## src/rtl/kbest_stream_sorter_if.sv

```systemverilog
// Handshake bundle for the streaming K-best selector.
//   in_*  : candidate beats (K lanes, per-lane mask, last-beat flag), ready/valid
//   out_* : sorted K-best result with candidate count, ready/valid
// master drives beats and consumes results; slave is the selector itself.
interface kbest_stream_sorter_if #(
    parameter int unsigned DATA_W = 11,
    parameter int unsigned IDX_W  = 15,
    parameter int unsigned K      = 4
);
    localparam int unsigned CntW = $clog2(K) + 1;

    logic                  in_valid;
    logic                  in_ready;
    logic                  in_last;
    logic [K-1:0]          in_mask;
    logic [K*DATA_W-1:0]   in_data;
    logic [K*IDX_W-1:0]    in_idx;
    logic                  out_valid;
    logic                  out_ready;
    logic [K*DATA_W-1:0]   out_data;
    logic [K*IDX_W-1:0]    out_idx;
    logic [CntW-1:0]       out_count;

    modport master (
        output in_valid, in_last, in_mask, in_data, in_idx, out_ready,
        input  in_ready, out_valid, out_data, out_idx, out_count
    );

    modport slave (
        input  in_valid, in_last, in_mask, in_data, in_idx, out_ready,
        output in_ready, out_valid, out_data, out_idx, out_count
    );
endinterface

```

## src/rtl/kbest_stream_sorter.sv

```systemverilog
// Streaming K-best selector. Each accepted beat of K lanes is captured (masked lanes become
// all-ones sentinels), bitonic-sorted over one register per compare stage, then merged in a
// single cycle with the running accumulator, which keeps the K smallest {data, idx} keys of
// the current query. The beat flagged last loads the merged list and count into the result.
//   clk, rst_n : clock, asynchronous active-low reset
//   bus_io     : slave side of kbest_stream_sorter_if (beat input, result output)
module kbest_stream_sorter #(
    parameter int unsigned DATA_W = 11,
    parameter int unsigned IDX_W  = 15,
    parameter int unsigned K      = 4
) (
    input  logic                 clk,
    input  logic                 rst_n,
    kbest_stream_sorter_if.slave bus_io
);
    localparam int unsigned KeyW   = DATA_W + IDX_W;
    localparam int unsigned LogK   = $clog2(K);
    localparam int unsigned NumStg = LogK * (LogK + 1) / 2;
    localparam int unsigned CntW   = LogK + 1;
    localparam logic [CntW:0] KSat = (CntW + 1)'(K);

    typedef logic [KeyW-1:0] key_t;

    // Block size of the bitonic sub-sequence handled by compare stage st.
    function automatic int unsigned stage_kb(input int unsigned st);
        int unsigned n;
        int unsigned r;
        n = 0;
        r = K;
        for (int unsigned kb = 2; kb <= K; kb = kb * 2) begin
            for (int unsigned jb = kb / 2; jb >= 1; jb = jb / 2) begin
                if (n == st) r = kb;
                n = n + 1;
            end
        end
        return r;
    endfunction

    // Partner distance of compare stage st.
    function automatic int unsigned stage_jb(input int unsigned st);
        int unsigned n;
        int unsigned r;
        n = 0;
        r = 1;
        for (int unsigned kb = 2; kb <= K; kb = kb * 2) begin
            for (int unsigned jb = kb / 2; jb >= 1; jb = jb / 2) begin
                if (n == st) r = jb;
                n = n + 1;
            end
        end
        return r;
    endfunction

    function automatic key_t min_key(input key_t a, input key_t b);
        return (a < b) ? a : b;
    endfunction

    function automatic key_t max_key(input key_t a, input key_t b);
        return (a < b) ? b : a;
    endfunction

    logic                                   en;
    logic [K-1:0][KeyW-1:0]                 cap_w;
    logic [NumStg-1:0][K-1:0][KeyW-1:0]     net_w;
    logic [NumStg:0][K-1:0][KeyW-1:0]       stg_q;
    logic [NumStg:0]                        vld_q;
    logic [NumStg:0]                        last_q;
    logic [NumStg:0][CntW-1:0]              pop_q;
    logic [K-1:0][KeyW-1:0]                 beat_w;
    logic [K-1:0][KeyW-1:0]                 hc_w;
    logic [LogK:0][K-1:0][KeyW-1:0]         cln_w;
    logic [K-1:0][KeyW-1:0]                 mrg_w;
    logic [K-1:0][KeyW-1:0]                 acc_q, acc_d;
    logic [K-1:0][KeyW-1:0]                 res_q, res_d;
    logic [CntW-1:0]                        cnt_q, cnt_d;
    logic [CntW-1:0]                        res_cnt_q, res_cnt_d;
    logic [CntW-1:0]                        cnt_base;
    logic [CntW-1:0]                        cnt_new;
    logic [CntW:0]                          cnt_sum;
    logic                                   first_q, first_d;
    logic                                   out_valid_q, out_valid_d;

    // A result waiting on a stalled consumer freezes the whole datapath.
    assign en              = !(out_valid_q && !bus_io.out_ready);
    assign bus_io.in_ready = en;

    for (genvar i = 0; i < K; i++) begin : g_cap
        assign cap_w[i] = bus_io.in_mask[i]
                        ? {bus_io.in_data[i*DATA_W +: DATA_W], bus_io.in_idx[i*IDX_W +: IDX_W]}
                        : '1;
    end

    // Bitonic sort network; stage st reads register st and feeds register st+1.
    for (genvar st = 0; st < NumStg; st++) begin : g_stage
        localparam int unsigned Kb = stage_kb(st);
        localparam int unsigned Jb = stage_jb(st);
        for (genvar i = 0; i < K; i++) begin : g_lane
            localparam int unsigned Partner = i ^ Jb;
            localparam bit TakeMin = ((i < Partner) == ((i & Kb) == 0));
            if (TakeMin) begin : g_min
                assign net_w[st][i] = min_key(stg_q[st][i], stg_q[st][Partner]);
            end else begin : g_max
                assign net_w[st][i] = max_key(stg_q[st][i], stg_q[st][Partner]);
            end
        end
    end

    // Half-cleaner against the reversed accumulator leaves the K minima as a bitonic list;
    // the first beat of a query merges against all sentinels instead of stale state.
    assign beat_w = stg_q[NumStg];
    for (genvar i = 0; i < K; i++) begin : g_hc
        assign hc_w[i] = min_key(beat_w[i], first_q ? '1 : acc_q[K-1-i]);
    end
    assign cln_w[0] = hc_w;

    for (genvar l = 0; l < LogK; l++) begin : g_clean
        localparam int unsigned Jm = K >> (l + 1);
        for (genvar i = 0; i < K; i++) begin : g_lane
            localparam int unsigned Partner = i ^ Jm;
            if (i < Partner) begin : g_min
                assign cln_w[l+1][i] = min_key(cln_w[l][i], cln_w[l][Partner]);
            end else begin : g_max
                assign cln_w[l+1][i] = max_key(cln_w[l][i], cln_w[l][Partner]);
            end
        end
    end
    assign mrg_w = cln_w[LogK];

    assign cnt_base = first_q ? '0 : cnt_q;
    assign cnt_sum  = {1'b0, cnt_base} + {1'b0, pop_q[NumStg]};
    assign cnt_new  = (cnt_sum > KSat) ? CntW'(K) : cnt_sum[CntW-1:0];

    always_comb begin
        acc_d       = acc_q;
        cnt_d       = cnt_q;
        first_d     = first_q;
        res_d       = res_q;
        res_cnt_d   = res_cnt_q;
        out_valid_d = out_valid_q;
        if (out_valid_q && bus_io.out_ready) begin
            out_valid_d = 1'b0;
        end
        if (en && vld_q[NumStg]) begin
            acc_d   = mrg_w;
            cnt_d   = cnt_new;
            first_d = last_q[NumStg];
            if (last_q[NumStg]) begin
                res_d       = mrg_w;
                res_cnt_d   = cnt_new;
                out_valid_d = 1'b1;
            end
        end
    end

    always_ff @(posedge clk or negedge rst_n) begin
        if (!rst_n) begin
            stg_q       <= '0;
            vld_q       <= '0;
            last_q      <= '0;
            pop_q       <= '0;
            acc_q       <= '0;
            cnt_q       <= '0;
            first_q     <= 1'b1;
            res_q       <= '0;
            res_cnt_q   <= '0;
            out_valid_q <= 1'b0;
        end else begin
            if (en) begin
                stg_q  <= {net_w, cap_w};
                vld_q  <= {vld_q[NumStg-1:0], bus_io.in_valid};
                last_q <= {last_q[NumStg-1:0], bus_io.in_valid && bus_io.in_last};
                pop_q  <= {pop_q[NumStg-1:0], CntW'($countones(bus_io.in_mask))};
            end
            acc_q       <= acc_d;
            cnt_q       <= cnt_d;
            first_q     <= first_d;
            res_q       <= res_d;
            res_cnt_q   <= res_cnt_d;
            out_valid_q <= out_valid_d;
        end
    end

    assign bus_io.out_valid = out_valid_q;
    assign bus_io.out_count = res_cnt_q;
    for (genvar i = 0; i < K; i++) begin : g_out
        assign bus_io.out_data[i*DATA_W +: DATA_W] = res_q[i][KeyW-1:IDX_W];
        assign bus_io.out_idx[i*IDX_W +: IDX_W]    = res_q[i][IDX_W-1:0];
    end
endmodule

```

## src/flat_wrapper.sv

```systemverilog
// flat-port wrapper written by rule: the top's interface ports become plain ports
module kbest_stream_sorter_flat 
#(
    parameter int unsigned DATA_W = 11,
    parameter int unsigned IDX_W  = 15,
    parameter int unsigned K      = 4
)
  (clk, rst_n, bus_io_in_valid, bus_io_in_last, bus_io_in_mask, bus_io_in_data, bus_io_in_idx, bus_io_out_ready, bus_io_in_ready, bus_io_out_valid, bus_io_out_data, bus_io_out_idx, bus_io_out_count);
  kbest_stream_sorter_if #(.DATA_W(DATA_W), .IDX_W(IDX_W), .K(K)) bus_io_i ();
  input  logic clk;
  input  logic rst_n;
  input wire logic [$bits(bus_io_i.in_valid)-1:0] bus_io_in_valid;
  input wire logic [$bits(bus_io_i.in_last)-1:0] bus_io_in_last;
  input wire logic [$bits(bus_io_i.in_mask)-1:0] bus_io_in_mask;
  input wire logic [$bits(bus_io_i.in_data)-1:0] bus_io_in_data;
  input wire logic [$bits(bus_io_i.in_idx)-1:0] bus_io_in_idx;
  input wire logic [$bits(bus_io_i.out_ready)-1:0] bus_io_out_ready;
  output wire logic [$bits(bus_io_i.in_ready)-1:0] bus_io_in_ready;
  output wire logic [$bits(bus_io_i.out_valid)-1:0] bus_io_out_valid;
  output wire logic [$bits(bus_io_i.out_data)-1:0] bus_io_out_data;
  output wire logic [$bits(bus_io_i.out_idx)-1:0] bus_io_out_idx;
  output wire logic [$bits(bus_io_i.out_count)-1:0] bus_io_out_count;
  assign bus_io_i.in_valid = bus_io_in_valid;
  assign bus_io_i.in_last = bus_io_in_last;
  assign bus_io_i.in_mask = bus_io_in_mask;
  assign bus_io_i.in_data = bus_io_in_data;
  assign bus_io_i.in_idx = bus_io_in_idx;
  assign bus_io_i.out_ready = bus_io_out_ready;
  assign bus_io_in_ready = bus_io_i.in_ready;
  assign bus_io_out_valid = bus_io_i.out_valid;
  assign bus_io_out_data = bus_io_i.out_data;
  assign bus_io_out_idx = bus_io_i.out_idx;
  assign bus_io_out_count = bus_io_i.out_count;
  kbest_stream_sorter #(.DATA_W(DATA_W), .IDX_W(IDX_W), .K(K)) u_core (.clk(clk), .rst_n(rst_n), .bus_io(bus_io_i));
endmodule
```

## config.mk

```make
export PLATFORM = sky130hd
export DESIGN_NAME = kbest_stream_sorter_flat
export DESIGN_NICKNAME = d
export VERILOG_FILES = /design/src/rtl/kbest_stream_sorter_if.sv /design/src/rtl/kbest_stream_sorter.sv /design/src/flat_wrapper.sv
export SDC_FILE = /design/constraint.sdc
export NUM_CORES = 2
export LEC_CHECK = 0
export ABC_CLOCK_PERIOD_IN_PS = 12600
export BUFFER_PORTS_ARGS = -buffer_cell sky130_fd_sc_hd__buf_4
export CAP_MARGIN = 20
export CORE_MARGIN = 1
export CORE_UTILIZATION = 40
export CTS_BUF_LIST = sky130_fd_sc_hd__clkbuf_2 sky130_fd_sc_hd__clkbuf_4 sky130_fd_sc_hd__clkbuf_8
export DETAILED_ROUTE_END_ITERATION = 6
export PLACE_DENSITY = 0.56
export SETUP_SLACK_MARGIN = 0.4
export SLEW_MARGIN = 10
export SYNTH_ARGS = -nofsm -noshare
export SYNTH_HDL_FRONTEND = slang
export SYNTH_SLANG_ARGS = --single-unit
```

## constraint.sdc

```tcl
create_clock -name clk -period 12.6 [get_ports clk]
set_input_delay 1.89 -clock clk [delete_from_list [all_inputs] [get_ports clk]]
set_output_delay 1.89 -clock clk [all_outputs]
set_load 0.05 [all_outputs]
```

==> impl_metrics.tcl <==
set metrics [dict create \
    status "finished clean" \
    route.antenna.remaining_nets 0 \
    setup_ws_ns 1.642 \
    nNetsFinal 5086 \
    syn_inst 4469 \
    yosys_most_used_dff "dfrtp_1" \
    register_area_um2 16320 \
    yosysSeqAreaShare_pct 40.41 \
    cp-end-kind "flop" \
    cts_setup_buffers 0 \
    numPortBuffers 221 \
    syn_area_um2 40380 \
    drv_cap 0 \
    final_util_pct 45.92 \
    critPathLaunchType "flop" \
    period_minus_slack_ns 10.96 \
    drive_gt1_share_pct 14.12 \
    path_max_fanout 88 \
    crit_required_ns 13.29 \
    grt_pass1_wl_um 221100 \
    slew-limit-headroom_pct 17.55 \
    async_flop_share_pct 100.0 \
    grt_use_total_pct 28.91 \
    gp_congestion 1.019 \
    layout_common_cells "651 x dfrtp_1, 617 x nand2_1, 410 x o21ai_0, 351 x ha_1, 346 x inv_1" \
    period_share_pct 86.96 \
    synth.distinct_cells 77 \
    avgSynthCellArea_um2 9.035 \
    overflow 0 \
    rows 116 \
    yosys-top-cells-area "dfrtp_1 40%, ha_1 11%, mux2i_1 7.9%" \
    cts_resized 0 \
    grt_antenna_before_repair 3 \
    cts_buffers 118 \
    setup_viol 0 \
    yosysTopAreaCellShare_pct 40.35 \
    finalMaxSlewViolations 0 \
    io_pins 222 \
    h-tree-depth 3 \
    grt_pass1_vias 33363 \
    synth_edf_count 0 \
    finClkSkew_ns 0.07007 \
    syn2layout_area_growth_pct 13.73 \
    tns_ns 0 \
    min-delay-path-class "reg -> reg" \
    die_w_um 319.7 \
    worstPathArrival_ns 11.64 \
    layoutNonFillerInstCount 6014 \
    hold_violations 0 \
    n_fill_cell 9847 \
    start_util_pct 40.38 \
    rsz0062_at_grt "false" \
    die_y_um 319.7 \
    yosysTopAreaCell "dfrtp_1" \
    dp.cells 5797 \
    drt_iter0_markers 3022 \
    clockRootBuffer "clkbuf_8" \
    max_freq_mhz 91.26 \
    critical_path_class "reg -> reg" \
    synth_seq_cells 652 \
    worstMarginPinSlew_ns 1.226 \
    dieArea_um2 102200 \
    wl_um 148100 \
    wl_per_cell_um 24.63 \
    dpl.hpwl_um 113900 \
    cts_tree "yes" \
    grt_start_max_net_pins 246 \
    insertion_delay_ns 0.83 \
    clock_sinks 652 \
    cts_max_path_buffers 3 \
    multiInputGateArea_um2 21750 \
    dp_slack_ns 1.588 \
    clkTransAtPathRegs_ns 0.06 \
    coreArea_um2 100000 \
    vias 34265 \
    syn-num-nets 4935 \
    drc 0 \
    yosys_warnings 0 \
    cts_hold_buf 0 \
    first_pass_iters 6 \
    vias_per_cell 5.698 \
    layout_commonest_cell "dfrtp_1" \
]
-- layer usage --
layer / vias up / GRT usage (%) / part of all wire, %
li1: 16241 / - / -
met1: 16598 / 39.51 / 44
met2: 1151 / 45.30 / 45
met3: 275 / 4.578 / 6.1
met4: 0 / 12.32 / 4.6
met5: - / 0 / 0
-- path summary, 6_finish.rpt --
path                                 start                to  slack, ns  depth (start not counted)
setup / recovery            u_core.first_q  u_core.acc_q[34]       1.64                         25
hold / removal             u_core.vld_q[2]   u_core.vld_q[3]       0.46                          2
setup reg to reg            u_core.first_q  u_core.acc_q[34]       1.64                         25
hold reg to reg            u_core.vld_q[2]   u_core.vld_q[3]       0.46                          2
max in group asynchronous            rst_n   u_core.vld_q[1]       9.21                          3
min in group asynchronous            rst_n  u_core.acc_q[57]       1.20                          1
-- logic make-up (layout without fill, tap and decap cells) --
family | after synthesis | count (layout) | share of synthesized area [%]
AND/OR/NAND/NOR | 1300 | 1300 | 14.62
AO/OA/AOI/OAI | 1160 | 1160 | 18.37
flip-flops | 652 | 652 | 40.41
buffers and inverters | 623 | 865 | 6.033
multiplexers | 372 | 372 | 9.399
adder cells (fa/ha/maj) | 353 | 353 | 10.98
XOR/XNOR | 9 | 9 | 0.1952
other | 0 | 5 | 0
-- area by class of cell --
| type | count | area share, % |
|---|---|---|
| Multi-Input combinational cell | 3194 | 47.37 |
| Sequential cell | 652 | 35.54 |
| Timing Repair Buffer | 307 | 5.112 |
| Clock buffer | 183 | 4.926 |
| Tap cell | 1298 | 3.537 |
| Inverter | 347 | 2.842 |
| Clock inverter | 28 | 0.6403 |
| Antenna cell | 5 | 0.02725 |
-- synthesized netlist by cell type (all sizes together) (10+ instances only) --
cell and number:
nor2 246, and3 11, nor2b 39, o221ai 101, buf 50, o21a 35
a21o 69, o31ai 73, a31oi 59, mux2 54, nor3b 53, inv 347
a21oi 204, ha 351, nand2b 41, o21ai 419, nand2 619, and4 10
mux2i 318, or2 58, dfrtp 651, nor3 108, a221oi 74, nand4 43
nand3 38, a22oi 49, nor4 18, clkbuf 226
-- worst max-delay path: stages, from the launching register on --
cell and delay [ns]:
dfstp_4 1.17, buf_4 0.59, nor2_1 0.12, ha_1 0.34
nand4_1 0.15, nor2_1 0.15, nand3_1 0.12, nor3b_1 0.34
a211oi_4 0.10, buf_4 0.28, o31ai_1 1.02, ha_1 0.43
nand4_1 0.14, nor4_1 0.07, a2111oi_0 0.73, and2_1 0.26
a22o_1 0.90, mux2_2 0.53, inv_1 0.08, ha_1 0.31
nand4_1 0.13, nor4_1 0.29, o21ai_0 0.16, o221ai_1 0.76
nand3_1 1.02, o221ai_1 0.54
-- sequential cells by signal, indices dropped and copies added, names as in the netlist --
signal / count
u_core.acc_q: 104
u_core.cnt_q: 3
u_core.bus_io.out_valid: 1
u_core.bus_io.out_idx: 60
u_core.pop_q: 12
u_core.last_q: 4
u_core.bus_io.out_data: 44
u_core.bus_io.out_count: 3
u_core.vld_q: 4
u_core.beat_w: 104
u_core.stg_q: 312
u_core.first_q: 1
-- stage by stage --
step                hold WS [ns]  instance area [um2]
CTS                       0.4587                45890
global route              0.4888                45910
finish                    0.4612                45920
floorplan                 0.4386                40380
detailed placement        0.4564                43330
global placement          0.4543                43330
Power is not shown: default switching activity piles up to over one toggle a cycle in this logic, so the estimate is an artifact.
